File: src/rtl/imem_line_buffer.sv
// imem_line_buffer: single-line instruction buffer between the fetch stage and
// the backing-memory arbiter. A hit answers one cycle after the request. A miss
// refills the whole line as a burst of 64-bit beats, then answers.
//
// Ports:
//   clk, rst          clock; asynchronous active-high reset
//   imem_addr/rmask   fetch word request (rmask != 0 means a read this cycle)
//   imem_rdata/resp   registered response word and one-cycle strobe
//   i_invalidate      drops the line-valid bit (fence.i)
//   bmem_addr/read    line-aligned burst request, held until bmem_ready
//   bmem_ready        burst request accepted
//   bmem_rdata/rvalid burst beats, ascending address order
//
// Optional feature: define IMEM_LB_STATS_EN to add the saturating hit_count and
// miss_count outputs. Without it the ports and counters are absent.

module imem_line_buffer #(
    parameter int unsigned BEATS = 4
) (
    input  logic        clk,
    input  logic        rst,
    input  logic [31:0] imem_addr,
    input  logic [3:0]  imem_rmask,
    output logic [31:0] imem_rdata,
    output logic        imem_resp,
    input  logic        i_invalidate,
    output logic [31:0] bmem_addr,
    output logic        bmem_read,
    input  logic        bmem_ready,
    input  logic [63:0] bmem_rdata,
    input  logic        bmem_rvalid
`ifdef IMEM_LB_STATS_EN
    ,
    output logic [31:0] hit_count,
    output logic [31:0] miss_count
`endif
);

    localparam int unsigned LINE_BYTES = 8 * BEATS;
    localparam int unsigned OFF_W      = $clog2(LINE_BYTES);
    localparam int unsigned CNT_W      = $clog2(BEATS);
    localparam int unsigned WORDS      = 2 * BEATS;
    localparam int unsigned WSEL_W     = CNT_W + 1;
    localparam int unsigned TAG_W      = 32 - OFF_W;

    typedef enum logic [1:0] {IDLE, REQ, FILL, RESP} state_t;

    state_t                    state_q, state_d;
    logic [31:0]               addr_q, addr_d;
    logic [CNT_W-1:0]          cnt_q, cnt_d;
    logic                      valid_q, valid_d;
    logic [TAG_W-1:0]          tag_q, tag_d;
    logic                      inv_pend_q, inv_pend_d;
    logic [WORDS-1:0][31:0]    line_q, line_d;
    logic                      resp_d;
    logic [31:0]               rdata_d;
    logic                      bmem_read_d;
    logic [31:0]               bmem_addr_d;

    logic                      req_accept_c, hit_c, miss_c, beat_wr_c, fill_done_c;
    logic [WSEL_W-1:0]         beat_lo_c, beat_hi_c;
    logic                      unused_addr_bits;

    assign unused_addr_bits = ^imem_addr[1:0];

    // Request qualification; hit is suppressed by a same-cycle invalidate
    assign req_accept_c = ((state_q == IDLE) || (state_q == RESP)) && (imem_rmask != 4'b0);
    assign hit_c        = req_accept_c && valid_q && (tag_q == imem_addr[31:OFF_W]) && !i_invalidate;
    assign miss_c       = req_accept_c && !hit_c;
    assign beat_wr_c    = (state_q == FILL) && bmem_rvalid;
    assign fill_done_c  = beat_wr_c && (cnt_q == CNT_W'(BEATS - 1));
    assign beat_lo_c    = {cnt_q, 1'b0};
    assign beat_hi_c    = {cnt_q, 1'b1};

    // State register
    always_ff @(posedge clk or posedge rst) begin
        if (rst) state_q <= IDLE;
        else     state_q <= state_d;
    end

    // Next-state logic
    always_comb begin
        state_d = state_q;
        case (state_q)
            IDLE:    if (hit_c) state_d = RESP; else if (miss_c) state_d = REQ;
            REQ:     if (bmem_ready) state_d = FILL;
            FILL:    if (fill_done_c) state_d = RESP;
            RESP:    if (hit_c) state_d = RESP; else if (miss_c) state_d = REQ; else state_d = IDLE;
            default: state_d = IDLE;
        endcase
    end

    // Output / datapath next values
    always_comb begin
        resp_d      = 1'b0;
        rdata_d     = '0;
        bmem_read_d = 1'b0;
        bmem_addr_d = '0;
        addr_d      = addr_q;
        cnt_d       = cnt_q;
        valid_d     = valid_q;
        tag_d       = tag_q;
        inv_pend_d  = inv_pend_q;
        line_d      = line_q;

        // Incoming beat merged so the final beat can be forwarded in the same cycle
        if (beat_wr_c) begin
            line_d[beat_lo_c] = bmem_rdata[31:0];
            line_d[beat_hi_c] = bmem_rdata[63:32];
            cnt_d             = cnt_q + CNT_W'(1);
        end

        if (req_accept_c) addr_d = imem_addr;

        if (hit_c) begin
            resp_d  = 1'b1;
            rdata_d = line_q[imem_addr[OFF_W-1:2]];
        end

        if (miss_c) begin
            bmem_read_d = 1'b1;
            bmem_addr_d = {imem_addr[31:OFF_W], OFF_W'(0)};
            inv_pend_d  = 1'b0;
        end

        if (state_q == REQ) begin
            if (bmem_ready) begin
                cnt_d = '0;
            end else begin
                bmem_read_d = 1'b1;
                bmem_addr_d = bmem_addr;
            end
        end

        // Invalidate seen mid-refill must leave the line invalid once it lands
        if (((state_q == REQ) || (state_q == FILL)) && i_invalidate) inv_pend_d = 1'b1;

        if (fill_done_c) begin
            resp_d  = 1'b1;
            rdata_d = line_d[addr_q[OFF_W-1:2]];
            tag_d   = addr_q[31:OFF_W];
            valid_d = !(inv_pend_q || i_invalidate);
        end

        if (i_invalidate) valid_d = 1'b0;
    end

    // Registered outputs and control state
    always_ff @(posedge clk or posedge rst) begin
        if (rst) begin
            imem_resp  <= 1'b0;
            imem_rdata <= '0;
            bmem_read  <= 1'b0;
            bmem_addr  <= '0;
            addr_q     <= '0;
            cnt_q      <= '0;
            valid_q    <= 1'b0;
            tag_q      <= '0;
            inv_pend_q <= 1'b0;
        end else begin
            imem_resp  <= resp_d;
            imem_rdata <= rdata_d;
            bmem_read  <= bmem_read_d;
            bmem_addr  <= bmem_addr_d;
            addr_q     <= addr_d;
            cnt_q      <= cnt_d;
            valid_q    <= valid_d;
            tag_q      <= tag_d;
            inv_pend_q <= inv_pend_d;
        end
    end

    // Line data array; contents are meaningless until valid is set
    always_ff @(posedge clk) begin
        line_q <= line_d;
    end

`ifdef IMEM_LB_STATS_EN
    // Saturating hit/miss statistics
    always_ff @(posedge clk or posedge rst) begin
        if (rst) begin
            hit_count  <= '0;
            miss_count <= '0;
        end else begin
            if (hit_c && (hit_count != 32'hFFFF_FFFF))   hit_count  <= hit_count + 32'd1;
            if (miss_c && (miss_count != 32'hFFFF_FFFF)) miss_count <= miss_count + 32'd1;
        end
    end
`endif

endmodule

File: config.mk
export PLATFORM = sky130hd
export DESIGN_NAME = imem_line_buffer
export DESIGN_NICKNAME = d
export VERILOG_FILES = /design/src/rtl/imem_line_buffer.sv
export SDC_FILE = /design/constraint.sdc
export NUM_CORES = 1
export LEC_CHECK = 0
export CAP_MARGIN = 20
export CELL_PAD_IN_SITES_DETAIL_PLACEMENT = 1
export CELL_PAD_IN_SITES_GLOBAL_PLACEMENT = 1
export CORE_MARGIN = 2
export CORE_UTILIZATION = 50
export CTS_BUF_LIST = sky130_fd_sc_hd__clkbuf_2 sky130_fd_sc_hd__clkbuf_4 sky130_fd_sc_hd__clkbuf_8
export DETAILED_ROUTE_END_ITERATION = 8
export PLACE_DENSITY_LB_ADDON = 0.25
export SLEW_MARGIN = 20
export SYNTH_ARGS = -nofsm -noshare
export SYNTH_HDL_FRONTEND = slang
export SYNTH_SLANG_ARGS = --single-unit
File: constraint.sdc
create_clock -name clk -period 10.05 [get_ports clk]
set_input_delay 2.01 -clock clk [delete_from_list [all_inputs] [get_ports clk]]
set_output_delay 2.01 -clock clk [all_outputs]
set_load 0.01 [all_outputs]
==> flow_summary.toml <==
[status]
status = "finished clean"

[critical_path]
cp.arrival_ns = 5.37
crit_start = "bmem_rvalid"
path_class = "in2reg"
worstPathMaxFanout = 70
worst_setup_path_start_kind = "primary input"
path_cells = "buf_4, nand3_4, nor3b_4, buf_4, o211ai_1, and3_1, o21ai_0"
cp_slowest_cell = "nor3b_4"
worst_path_largest_cell_delay_ns = 1.08
crit_required_ns = 10.55
reg2reg_from = "cnt_q[0]"
end_kind = "flop"
critPathMostFrequentCell = "buf_4"

[global_route]
first_global_vias = 16164
grt_usage = 0.2936
antenna_found_initial = 3
grt_pass1_wl_mm = 88.28
grt_use_met1 = 0.3622
grt.overflow.total = 0
met3_usage = 0.05845
grt_max_degree = 101
busiest_layer = "met2"
met2_usage = 0.5122

[place]
dp_hpwl_mm = 31.69
dpl_worst_slack_ns = 4.591
port_buffers = 163
dp_cells = 2221
gp_congestion = 0.7830

[cts]
clk_path_buf_depth = 3
cts.sinks = 380
clkTransAtPathRegs_ns = 0.06
cts_resized = 0
postCtsSetupRepairBufs = 0
holdBufCountCts = 0
clockRootBuffer = "clkbuf_8"
cts_buffers = 68
tritoncts = "yes"
htreeDepth = 3
clk_latency_ns = 0.63

[yosys]
netlist_instances = 1714
seq_area_frac_synth = 0.4480
synth_compound_gate_area_share = 0.1100
synthFlopType = "dfxtp_1"
syn_area_sq_mm = 0.01837
ys_async_sr_fraction = 0.3263
ys_warn_count = 0
synthXorXnorAreaFrac = 0.01335
synthAdderAreaFrac = 0.005450
avgSynthCellArea_sq_um = 10.71
synth_top_family_by_area = "multiplexers"
synthMuxAreaShare = 0.2540
synthSimpleGateAreaFrac = 0.1177
synth_cell_type_count = 41
synth_edf_count = 0
ys_ff_latch = 380

[sta]
max_clock_freq_ghz = 0.2053
drv_slew = 0
fin_tns_setup_ns = 0
setup_violations = 0
hold_viol = 0
worst_pin_slew_ns = 1.142
rsz0062_at_grt = "false"
post-route-min-period_ns = 4.871
fin_crit_sh = 0.4847
finalWorstSetupSlack_ns = 5.179
fin_worst_skew_ns = 0.02347
max-slew-margin-rel = 0.2379

[power]
p_per_area_mw_per_mm2 = 285.2
p_leak_uw = 0.009098
power_uw = 6178
ir_worst_vdd_uv = 169.1

[finish]
areaGrowthSynthToFinish_pct = 17.96
seqCellArea_sq_mm = 0.008235
layout_common_cells = "nand2_1, dfxtp_1, clkdlybuf4s50_1"
mostFrequentLayoutCell = "nand2_1"
multi_input_area_sq_mm = 0.009296
fillers = 3807
drive_gt1_frac = 0.2264
nNetsFinal = 1936
instances_no_fill = 2348

[drt]
wl_mm = 55.40
wl_per_cell_microns = 23.59
drc = 0
via_count = 14569
drtIter0Drc = 823
antenna_left = 0
drt_pre_antenna_iters = 5
viasPerCell = 6.205

[min_path]
hold_path_startpoint = "line_q[243]"
min_path_type = "reg2reg"

[die]
die_width_microns = 195.7
rows = 70
pin_count = 171
core_sq_mm = 0.03635
die_h_microns = 195.7
initial_core_util = 0.5053
fp.dieArea_sq_mm = 0.03828

[flow_run]
max-cap-violations = 0
[cells in the mapped netlist, types with 6 or more instances]
library cell / count / area share
nand2_1: 365 / 0.075
dfxtp_1: 256 / 0.28
mux2_2: 128 / 0.078
mux4_2: 128 / 0.16
o211ai_1: 128 / 0.052
dfrtp_1: 124 / 0.17
clkbuf_1: 94 / 0.019
nand4_1: 71 / 0.024
inv_1: 70 / 0.014
o21ai_0: 70 / 0.019
and3_1: 34 / 0.012
mux2i_1: 34 / 0.019
a22oi_1: 33 / 0.013
buf_2: 32 / 0.0087
xnor2_1: 28 / 0.013
a22o_1: 27 / 0.013
o21ai_1: 27 / 0.0074
buf_1: 10 / 0.0020
buf_4: 8 / 0.0033
ha_1: 8 / 0.0055
nor2_1: 7 / 0.0014
buf_6: 6 / 0.0037
[stage by stage]
step / util / instance area (sq um) / hold slack [ns]
after floorplan: - / 18380 / 0.4291
after global placement: 0.5549 / 20170 / 0.4383
after detailed placement: 0.5549 / 20170 / 0.4490
after CTS: 0.5958 / 21660 / 0.4589
after global routing: 0.5959 / 21660 / 0.4727
final: 0.5960 / 21660 / 0.4569
[state kept, by name, summed over array words and instances, names as in the netlist]
name / cells
line_q: 256
imem_rdata: 32
addr_q: 30
bmem_addr: 27
tag_q: 27
cnt_q: 2
state_q: 2
bmem_read: 1
imem_resp: 1
inv_pend_q: 1
valid_q: 1
[per-layer routing]
metal | up-vias | share of wire
met5 | - | 0.00029
met4 | 2 | 0.027
met3 | 116 | 0.056
met2 | 451 | 0.50
met1 | 7522 | 0.41
li1 | 6478 | -
[where the power goes]
| part | internal [uW] | switching [uW] | total [uW] |
|---|---|---|---|
| Clock | 900 | 677 | 1580 |
| Sequential | 2140 | 432 | 2570 |
| Combinational | 1030 | 997 | 2030 |
| Total | 4070 | 2110 | 6180 |
[final cells by class]
| cell class | count | area share |
|---|---|---|
| diodes | 3 | 0.0003465 |
| clock buffers | 114 | 0.06434 |
| clock inverters | 10 | 0.004274 |
| inverters | 70 | 0.01236 |
| multi-input cells | 1118 | 0.4291 |
| flip-flops and latches | 380 | 0.3802 |
| well taps | 468 | 0.02703 |
| repair buffers | 185 | 0.08236 |
[path summary, 6_finish.rpt]
path | to | slack [ns] | cells past startpoint
max | imem_rdata[31] | 5.18 | 7
min | line_q[243] | 0.46 | 2
max reg2reg | imem_rdata[31] | 6.30 | 9
min reg2reg | line_q[243] | 0.46 | 2
max in group asynchronous | imem_rdata[19] | 6.78 | 3
min in group asynchronous | imem_rdata[3] | 1.90 | 2
[logic make-up (layout without fill, tap and decap cells)]
family,after synthesis,in the layout
XOR/XNOR,28,28
buffers and inverters,220,379
AND/OR/NAND/NOR,492,492
multiplexers,290,290
flip-flops,380,380
other,1,8
adder cells (fa/ha/maj),8,8
AO/OA/AOI/OAI,295,295
[critical path: cells and delay by family]
family / cells / cell delay (ns)
AO/OA/AOI/OAI: 2 / 0.27
buffers and inverters: 2 / 1.22
AND/OR/NAND/NOR: 3 / 1.80
(Power assumes the default switching activity.)
